--- src/rtl/apb_slave_pkg.sv ---
// apb_slave_pkg: shared state type, default sizes and one-hot decode helper
package apb_slave_pkg;
  typedef enum logic [1:0] {IDLE = 2'd0, SETUP = 2'd1, ACCESS = 2'd2} state_e;
  localparam int DEF_NUM_SLOTS = 3;
  localparam int DEF_DEPTH = 16;
  localparam int DEF_ADDR_LSB = 2;
  localparam int DEF_CNT_W = 16;
  localparam int MAX_SLOTS = 32;
  typedef struct packed {
    logic       valid;
    logic [4:0] idx;
  } onehot_t;
  function automatic onehot_t onehot_idx(input logic [MAX_SLOTS-1:0] sel);
    onehot_t r;
    r.valid = (sel != '0) && ((sel & (sel - 1'b1)) == '0);
    r.idx = '0;
    for (int i = 0; i < MAX_SLOTS; i++) if (sel[i]) r.idx = 5'(i);
    return r;
  endfunction
endpackage

--- src/rtl/apb_slave_bank_if.sv ---
// apb_slave_bank_if: APB bus between bridge (master) and register bank (slave)
interface apb_slave_bank_if #(parameter int NUM_SLOTS = apb_slave_pkg::DEF_NUM_SLOTS);
  logic [NUM_SLOTS-1:0] Pselx;
  logic                 Penable;
  logic                 Pwrite;
  logic [31:0]          Paddr;
  logic [31:0]          Pwdata;
  logic [31:0]          Prdata;
  modport master (output Pselx, Penable, Pwrite, Paddr, Pwdata, input Prdata);
  modport slave (input Pselx, Penable, Pwrite, Paddr, Pwdata, output Prdata);
endinterface

--- src/rtl/apb_reg_bank.sv ---
// apb_reg_bank: DEPTH x 32 register array, one write port, one async read port
module apb_reg_bank #(
  parameter int DEPTH = apb_slave_pkg::DEF_DEPTH
) (
  input  logic                     clk,
  input  logic                     rst_n,
  input  logic                     we,
  input  logic [$clog2(DEPTH)-1:0] widx,
  input  logic [31:0]              wdata,
  input  logic [$clog2(DEPTH)-1:0] ridx,
  output logic [31:0]              rdata
);
  logic [31:0] mem_q [DEPTH];
  logic [31:0] mem_d [DEPTH];
  // next array contents: current words with the single write applied
  always_comb begin
    mem_d = mem_q;
    if (we) mem_d[widx] = wdata;
  end
  // whole array clears on reset
  always_ff @(posedge clk or negedge rst_n) begin
    if (!rst_n) for (int i = 0; i < DEPTH; i++) mem_q[i] <= '0;
    else mem_q <= mem_d;
  end
  assign rdata = mem_q[ridx];
endmodule

--- src/rtl/apb_slave_bank.sv ---
// apb_slave_bank: APB completer with per-select register banks, protocol checking and transfer counters
module apb_slave_bank
  import apb_slave_pkg::*;
#(
  parameter int NUM_SLOTS = DEF_NUM_SLOTS,
  parameter int DEPTH     = DEF_DEPTH,
  parameter int ADDR_LSB  = DEF_ADDR_LSB,
  parameter int CNT_W     = DEF_CNT_W
) (
  input  logic                 Hclk,
  input  logic                 Hresetn,
  apb_slave_bank_if.slave      bus,
  input  logic                 err_clr,
  output logic                 proto_err,
  output logic [CNT_W-1:0]     wr_count,
  output logic [CNT_W-1:0]     rd_count,
  output logic [1:0]           fsm_state
);
  localparam int IW = $clog2(DEPTH);
  localparam logic [1:0] S_IDLE = 2'(IDLE);
  localparam logic [1:0] S_SETUP = 2'(SETUP);
  localparam logic [1:0] S_ACCESS = 2'(ACCESS);
  logic [1:0]           state_q, state_d;
  logic [NUM_SLOTS-1:0] sel_q, sel_d;
  logic [IW-1:0]        idx_q, idx_d;
  logic [4:0]           bidx_q, bidx_d;
  logic                 ok_q, ok_d;
  logic                 wr_q, wr_d;
  logic [31:0]          addr_q, addr_d;
  logic [31:0]          prdata_q, prdata_d;
  logic                 err_q, err_d;
  logic [CNT_W-1:0]     wcnt_q, wcnt_d, rcnt_q, rcnt_d;
  logic [31:0]          rdata [NUM_SLOTS];
  logic [31:0]          rd_mux;
  logic [IW-1:0]        cur_idx;
  onehot_t              oh;
  logic                 setup, access, match, latch, commit, viol;
  // read data of the currently selected bank; OR-mux is exact when select is one-hot
  always_comb begin
    rd_mux = '0;
    for (int i = 0; i < NUM_SLOTS; i++) if (bus.Pselx[i]) rd_mux = rd_mux | rdata[i];
  end
  // transfer sequencing, violation detection and next-state of all registers
  always_comb begin
    cur_idx = bus.Paddr[ADDR_LSB +: IW];
    oh = onehot_idx(MAX_SLOTS'(bus.Pselx));
    setup = |bus.Pselx && !bus.Penable;
    access = |bus.Pselx && bus.Penable;
    match = bus.Pselx == sel_q && bus.Paddr == addr_q && bus.Pwrite == wr_q;
    latch = 1'b0;
    commit = 1'b0;
    viol = 1'b0;
    state_d = S_IDLE;
    case (state_q)
      S_IDLE: if (setup) latch = 1'b1; else viol = bus.Penable;
      S_SETUP:
        if (access && match) begin
          state_d = S_ACCESS;
          commit = ok_q;
        end else begin
          viol = 1'b1;
          latch = setup;
        end
      S_ACCESS: if (setup) latch = 1'b1; else viol = bus.Penable && bus.Pselx == sel_q;
      default: ;
    endcase
    if (latch) begin
      state_d = S_SETUP;
      viol = viol || !oh.valid;
    end
    sel_d = latch ? bus.Pselx : sel_q;
    idx_d = latch ? cur_idx : idx_q;
    bidx_d = latch ? oh.idx : bidx_q;
    ok_d = latch ? oh.valid : ok_q;
    wr_d = latch ? bus.Pwrite : wr_q;
    addr_d = latch ? bus.Paddr : addr_q;
    prdata_d = !latch ? prdata_q : !oh.valid ? '0 : bus.Pwrite ? prdata_q : rd_mux;
    wcnt_d = (commit && wr_q && !(&wcnt_q)) ? wcnt_q + 1'b1 : wcnt_q;
    rcnt_d = (commit && !wr_q && !(&rcnt_q)) ? rcnt_q + 1'b1 : rcnt_q;
    err_d = viol || (err_q && !err_clr);
  end
  // state and datapath registers
  always_ff @(posedge Hclk or negedge Hresetn) begin
    if (!Hresetn) begin
      state_q <= S_IDLE;
      sel_q <= '0;
      idx_q <= '0;
      bidx_q <= '0;
      ok_q <= 1'b0;
      wr_q <= 1'b0;
      addr_q <= '0;
      prdata_q <= '0;
      err_q <= 1'b0;
      wcnt_q <= '0;
      rcnt_q <= '0;
    end else begin
      state_q <= state_d;
      sel_q <= sel_d;
      idx_q <= idx_d;
      bidx_q <= bidx_d;
      ok_q <= ok_d;
      wr_q <= wr_d;
      addr_q <= addr_d;
      prdata_q <= prdata_d;
      err_q <= err_d;
      wcnt_q <= wcnt_d;
      rcnt_q <= rcnt_d;
    end
  end
  for (genvar i = 0; i < NUM_SLOTS; i++) begin : g_bank
    apb_reg_bank #(.DEPTH(DEPTH)) u_bank (
      .clk(Hclk),
      .rst_n(Hresetn),
      .we(commit && wr_q && bidx_q == 5'(i)),
      .widx(idx_q),
      .wdata(bus.Pwdata),
      .ridx(cur_idx),
      .rdata(rdata[i])
    );
  end
  assign bus.Prdata = prdata_q;
  assign proto_err = err_q;
  assign wr_count = wcnt_q;
  assign rd_count = rcnt_q;
  assign fsm_state = state_q;
endmodule

--- src/flat_wrapper.sv ---
// flat-port wrapper written by rule: the top's interface ports become plain ports
module apb_slave_bank_flat import apb_slave_pkg::*;
#(
  parameter int NUM_SLOTS = DEF_NUM_SLOTS,
  parameter int DEPTH     = DEF_DEPTH,
  parameter int ADDR_LSB  = DEF_ADDR_LSB,
  parameter int CNT_W     = DEF_CNT_W
)
  (Hclk, Hresetn, err_clr, proto_err, wr_count, rd_count, fsm_state, bus_Pselx, bus_Penable, bus_Pwrite, bus_Paddr, bus_Pwdata, bus_Prdata);
  apb_slave_bank_if #(.NUM_SLOTS(NUM_SLOTS)) bus_i ();
  input  logic Hclk;
  input  logic Hresetn;
  input  logic err_clr;
  output logic proto_err;
  output logic [CNT_W-1:0] wr_count;
  output logic [CNT_W-1:0] rd_count;
  output logic [1:0] fsm_state;
  input wire logic [$bits(bus_i.Pselx)-1:0] bus_Pselx;
  input wire logic [$bits(bus_i.Penable)-1:0] bus_Penable;
  input wire logic [$bits(bus_i.Pwrite)-1:0] bus_Pwrite;
  input wire logic [$bits(bus_i.Paddr)-1:0] bus_Paddr;
  input wire logic [$bits(bus_i.Pwdata)-1:0] bus_Pwdata;
  output wire logic [$bits(bus_i.Prdata)-1:0] bus_Prdata;
  assign bus_i.Pselx = bus_Pselx;
  assign bus_i.Penable = bus_Penable;
  assign bus_i.Pwrite = bus_Pwrite;
  assign bus_i.Paddr = bus_Paddr;
  assign bus_i.Pwdata = bus_Pwdata;
  assign bus_Prdata = bus_i.Prdata;
  apb_slave_bank #(.NUM_SLOTS(NUM_SLOTS), .DEPTH(DEPTH), .ADDR_LSB(ADDR_LSB), .CNT_W(CNT_W)) u_core (.Hclk(Hclk), .Hresetn(Hresetn), .bus(bus_i), .err_clr(err_clr), .proto_err(proto_err), .wr_count(wr_count), .rd_count(rd_count), .fsm_state(fsm_state));
endmodule
--- config.mk ---
export PLATFORM = sky130hd
export DESIGN_NAME = apb_slave_bank_flat
export DESIGN_NICKNAME = d
export VERILOG_FILES = /design/src/rtl/apb_slave_pkg.sv /design/src/rtl/apb_slave_bank_if.sv /design/src/rtl/apb_reg_bank.sv /design/src/rtl/apb_slave_bank.sv /design/src/flat_wrapper.sv
export SDC_FILE = /design/constraint.sdc
export NUM_CORES = 2
export LEC_CHECK = 0
export BUFFER_PORTS_ARGS = -buffer_cell sky130_fd_sc_hd__buf_4
export CORE_UTILIZATION = 55
export CTS_CLUSTER_DIAMETER = 100
export DETAILED_ROUTE_END_ITERATION = 10
export GPL_ROUTABILITY_DRIVEN = 0
export PLACE_DENSITY = 0.68
export SYNTH_ARGS = -nofsm -noshare
export SYNTH_HDL_FRONTEND = slang
export SYNTH_SLANG_ARGS = --single-unit
--- constraint.sdc ---
create_clock -name Hclk -period 3.2 [get_ports Hclk]
set_input_delay 0.32 -clock Hclk [delete_from_list [all_inputs] [get_ports Hclk]]
set_output_delay 0.32 -clock Hclk [all_outputs]
set_load 0.05 [all_outputs]
; ---- Word level (Yosys, flattened, before mapping)
; Index checks and enable logic that the tools add are counted.
[classes]
n_addsub = 3
n_lt_le_gt_ge = 3
eq_ne = 8
mux = 34
bitwise_logic = 5
n_reduce_logical = 33
[ops]
columns = op, count
row1 = $bwmux 512, 3
row2 = $bmux 32 s4, 3
row3 = $mux 32, 12
row4 = $demux 32 s4, 1
row5 = $or 32x32->32, 2
row6 = $add 16x1->16 const B, 2
row7 = $and 3x32->32, 1
row8 = $eq 32x32->1, 1
row9 = $logic_not 32->1, 1
row10 = $reduce_and 16->1, 2
row11 = $logic_and 1x1->1, 16
row12 = $ge 5x5->1 const B, 2
row13 = $not 4->5, 2
row14 = $mux 1, 9
row15 = $mux 2, 4
row16 = $logic_not 1->1, 6
row17 = $eq 5x1->1 const B, 1
row18 = $eq 5x2->1 const B, 1
row19 = $logic_not 5->1, 1
row20 = $lt 5x1->1 const B, 1
row21 = $sub 3x1->4 const B, 1
row22 = $eq 3x3->1, 1
row23 = $pmux 1 s3, 1
row24 = $reduce_bool 3->1, 1
row25 = other kinds (10), 11
[totals]
regBits = 1649
inputBits = 72
out_inout_bits = 67
word_cells = 145

; ---- Longest topological paths before layout
[logic_depth]
word_depth = 11
depth_mapped = 10
depth_no_buf = 7

; ---- Modules after synthesis
; From an unflattened synthesis, not the netlist that was laid out.
[hier_totals]
cells_unflattened = 4684
area_unflattened_um2 = 73581.8
[modules_own_cells]
columns = module, instances, cells_per_inst, area_per_inst_um2, seq_area_each_um2
row1 = apb_reg_bank, 3, 1404, 22774.3, 12812.3
row2 = apb_slave_bank, 1, 472, 5258.8, 2627.5

; ---- Worst setup path after synthesis
; No wires, ideal clock.
[synth_timing]
kind = flip-flop to flip-flop
startpoint = register u_core.state_q[1], in the netlist u_core.fsm_state[1]
endpoint = register u_core.g_bank[1].u_bank.mem_q[257] (netlist name)
setup_ns = 0.125
t_arrival_ns = 2.645
t_required_ns = 3.075
slack_ns = 0.431
path_stages_with_launch = 9
path_buffers = 2
synth_period_minus_slack_ns = 2.769
cell_sequence = dfrtp_1 nand2b_1 or2_1 clkbuf_1 nor3b_1 nand3_1 nor3_4 buf_4 mux2_2
[synth_via]
elab_chain_cells = 4
[synth_lines]
columns = item, line_no
row1 = "start, declared", apb_slave_bank.sv:23  ; logic [1:0] state_q, state_d;
row2 = "start signal, assigned", apb_slave_bank.sv:97  ; state_q <= state_d;
row3 = $eq 2x1->1, apb_slave_bank.sv:54  ; case (state_q)
row4 = $mux 1, apb_slave_bank.sv:54
row5 = $logic_and 1x1->1 (2 in series), apb_slave_bank.sv:114  ; .we(commit && wr_q && bidx_q == 5'(i)),
row6 = "end signal, assigned", apb_reg_bank.sv:23  ; else mem_q <= mem_d;
row7 = "end, declared", apb_reg_bank.sv:13  ; logic [31:0] mem_q [DEPTH];
; No other way between the ends.
; A chain may end at the register's enable or synchronous reset.

; ---- Worst setup path in the final report
[layout_timing]
startpoint = register u_core.bidx_q[1]
endpoint = register u_core.g_bank[0].u_bank.mem_q[91] (netlist name)
[layout_via]
elab_chain_cells = 2
[layout_lines]
columns = item, line_no
row1 = "start, declared", apb_slave_bank.sv:26  ; logic [4:0] bidx_q, bidx_d;
row2 = "start signal, assigned", apb_slave_bank.sv:100  ; bidx_q <= bidx_d;
row3 = $logic_not 5->1, apb_slave_bank.sv:114
row4 = $logic_and 1x1->1, apb_slave_bank.sv:114
row5 = "end signal, assigned", apb_reg_bank.sv:23
row6 = "end, declared", apb_reg_bank.sv:13
; No other way between the ends.

==> summary.md <==
| Metric | Value |
|---|---|
| Status | finished, final reports clean |
| Setup WS pre-CTS | 0.199 ns |
| Area grow syn2layout | 14.0% |
| CP Class | flop to flop |
| Cells after Synth | 4,694 |
| Required @ worst endpoint | 3.86 ns |
| Final HPWL DP | 112,000 um |
| CTS Buf Count | 172 |
| Setup Fix Bufs, Post-CTS | 0 |
| Proportion of layout cells with a drive suffix above 1 | 0.527 |
| Worst setup margin | 0.165 ns |
| Cell count along the critical path | 8 |
| Cell Pwr Density | 508 mW/mm^2 |
| Vias in the first global route | 44.6k |
| Total track usage | 0.280 |
| Final core utilization | 0.634 |
| R2R depth | 8 |
| Post-synth EDFFs | 0 |
| Hold Violations, Final | 0 |
| Antenna diode count | 0 |
| Tcrit/Tclk final | 0.948 |
| Seq/Total Area, Yosys | 0.551 |
| Global route overflow | 0 |
| Crit path largest cell delay | 0.49 ns |
| Max Clk Rate | 0.330 GHz |
| Post-route ant nets | 0 |
| Die Ht | 370 um |
| Setup crit end | u_core.g_bank[0].u_bank.mem_q[91] |
| Max-cap violations | 0 |
| DIE AREA | 0.137 sq mm |
| Reg-to-Reg Start | u_core.bidx_q[1] |
| Post-Route WL | 186,000 um |
| Slowest CP cell | nor4_4 |
| Avg WL per Cell | 27.7 um |
| Largest net degree at the start of global routing | 122 |
| Initial DRC count | 2,697 |
| Cts repair resizes | 0 |
| Clk slew on worst S/H paths | 0.07 ns |
| VDD IR max | 0.556 mV |
| Ys async rst share | 1.00 |
| Finish-stage setup viols | 0 |
| Startpoint Class | flop |
| Placement Cell Area | 0.0788 sq mm |
| Slew margin rel. | 0.264 |
| Die width | 370 um |
| Crit-path max FO | 32 |
| Setup TNS | 0 ns |
| Final instance area | 0.0850 sq mm |
| Synth area leader | dfrtp_1 |
| Hold crit path type | input port to flop |
| Synth Cell Area | 0.0745 sq mm |
| TritonCTS clock tree | done |
| Filler cells | 9,661 |
| Final Skew | 0.0269 ns |
| Number of cell rows | 134 |
| Root Driver | clkbuf_16 |
| Via/cell ratio | 6.28 |
| Core ar. | 0.134 sq mm |
| Synth Flop Type | dfrtp_1 |
| Top-count cell post-synth | dfrtp_1 |
| First-pass GRT wire length | 288,000 um |
| Initial antenna violation count | 9 |
| Critical path, cell by cell | xnor2_1 > nand3_1 > nor4_4 > nand4_4 > buf_4 > nor3_4 > buf_12 > mux2_2 |
| Routed vias | 42.3k |
| Final slew viol count | 0 |
| RR Endpoint | u_core.g_bank[0].u_bank.mem_q[91] |
| Worst-margin pin slew | 1.10 ns |
| CP Buf/Inv Count | 2 |
| #FFs+latches synth | 1,641 |
| Drt first pass iters | 7 |
| Yosys cell types | 49 |
| CTS H-Tree Depth | 4 |
| Synth Warn # | 0 |
| CP Capture Type | flop |
| Synth top area cells | dfrtp_1 (55%), mux2_2 (23%), mux4_2 (12%), mux2i_1 (1.6%), clkbuf_1 (1.3%) |
| Clk buf depth | 3 |
| Clk sinks | 1,641 |
| I/O pins | 139 |
| Syn_area_per_cell | 15.9 sq um |
| Minimum clock period | 3.03 ns |
| Port Buf Inserts | 138 |
| CP startpoint | u_core.bidx_q[1] |
| Remaining DRCs | 0 |
| NumNets Final | 4,895 |
| Clk_lat worst skew | 0.78 ns |
| Crit-path leading delay family | simple AND/OR/NAND/NOR gates |
| Share of the synthesized area in the top cell type | 0.551 |
| Total power draw | 43.2 mW |
| RSZ-0062 raised after global routing | no |
| Critical path arrival | 3.69 ns |
| Post-synthesis net count | 4,768 |
| Starting Density | 0.556 |
| P_leak | 41.6 nW |
| Reg2Reg Setup Slack | 0.17 ns |
| Commonest cells post-synth | dfrtp_1 (1,641), mux2_2 (1,505), mux4_2 (389), clkbuf_1 (249), mux2i_1 (119) |
[report_power, final]
part / leakage (nW) / total [mW] / switching [mW] / internal, mW
sequential: 22.8 / 20.9 / 0.0447 / 20.8
combinational: 15.9 / 2.09 / 1.46 / 0.634
clock: 2.87 / 20.2 / 8.25 / 12.0
total: 41.6 / 43.2 / 9.75 / 33.4
[registers in the layout, summed over array words and instances (netlist names)]
signal,count
u_core.bus.Prdata,32
u_core.g_bank.u_bank.mem_q,1536
u_core.ok_q,1
u_core.rd_count,16
u_core.fsm_state,2
u_core.addr_q,32
u_core.wr_count,16
u_core.sel_q,2
u_core.wr_q,1
u_core.proto_err,1
u_core.bidx_q,2
[final cells by class]
| cell class | count | area [sq um] | area share |
|---|---|---|---|
| timing repair buffer | 416 | 4490 | 0.0528 |
| multi-input combinational | 2585 | 31400 | 0.370 |
| sequential | 1641 | 41100 | 0.483 |
| clock inverter | 45 | 427 | 0.00502 |
| tap | 1768 | 2210 | 0.0260 |
| inverter | 5 | 18.8 | 0.000221 |
| clock buffer | 269 | 5360 | 0.0631 |
[cell families (layout without fill, tap and decap cells)]
family                   Yosys count  after routing  synth area share
multiplexers                    2084           2084             0.372
adder cells (fa/ha/maj)            2              2          0.000336
buffers and inverters            468            735            0.0298
AO/OA/AOI/OAI                    199            199            0.0191
XOR/XNOR                          63             63           0.00740
AND/OR/NAND/NOR                  237            237            0.0207
flip-flops                      1641           1641             0.551
[cells in the final DEF (no fill, tap or decap), drive strengths merged, types with 19 or more instances in the layout]
master,synthesis,routed
a221oi,27,27
a22o,32,32
buf,214,383
clkbuf,249,269
clkinv,0,31
dfrtp,1641,1641
dlygate4sd3,0,33
mux2,1576,1576
mux2i,119,119
mux4,389,389
nand2,57,57
nand3,43,43
nand4,19,19
nor2,19,19
nor3,45,45
o211ai,27,27
o21ai,32,32
o22ai,59,59
xnor2,30,30
xor2,33,33
[worst min-delay path: stages]
cell    delay, ns
buf_4        0.10
buf_4        0.22
mux2_2       0.18
[per-layer routing]
metal,up-vias,wire [um],part of all wire,GRT usage
met3,277,8140,0.044,0.0415
met4,10,5290,0.028,0.0888
met2,971,88600,0.48,0.440
li1,17800,-,-,-
met5,-,57,0.00031,0
met1,23200,84200,0.45,0.406
[metrics by stage]
| step | instances | hold WS [ns] |
|---|---|---|
| 2_1_floorplan | 4694 | 0.0244 |
| 3_3_place_gp | 6382 | 0.318 |
| 3_5_place_dp | 6382 | 0.320 |
| 4_1_cts | 6729 | 0.00920 |
| 5_1_grt | 6729 | 0.0418 |
| 6_report | 6729 | 0.0731 |
[timing repair]
action | CTS | global route
endpoints found under the setup margin | 0 | 0
hold buffers | 33 | 0
endpoints found under the hold margin | 576 | 0
[worst min path at each step]
| stage | startpoint | slack, ns | cells after the start | to |
|---|---|---|---|---|
| floorplan | Hresetn | 0.02 | 0 | u_core.addr_q[0] |
| global placement | Hresetn | 0.32 | 1 | u_core.g_bank[1].u_bank.mem_q[352] |
| detailed placement | Hresetn | 0.32 | 1 | u_core.g_bank[1].u_bank.mem_q[352] |
| CTS | bus_Pselx[0] | 0.009 | 3 | u_core.sel_q[0] |
| global route | bus_Pselx[0] | 0.04 | 3 | u_core.sel_q[0] |
| finish | bus_Pselx[0] | 0.07 | 3 | u_core.sel_q[0] |
No activity file was read; power rests on OpenSTA's default activity.
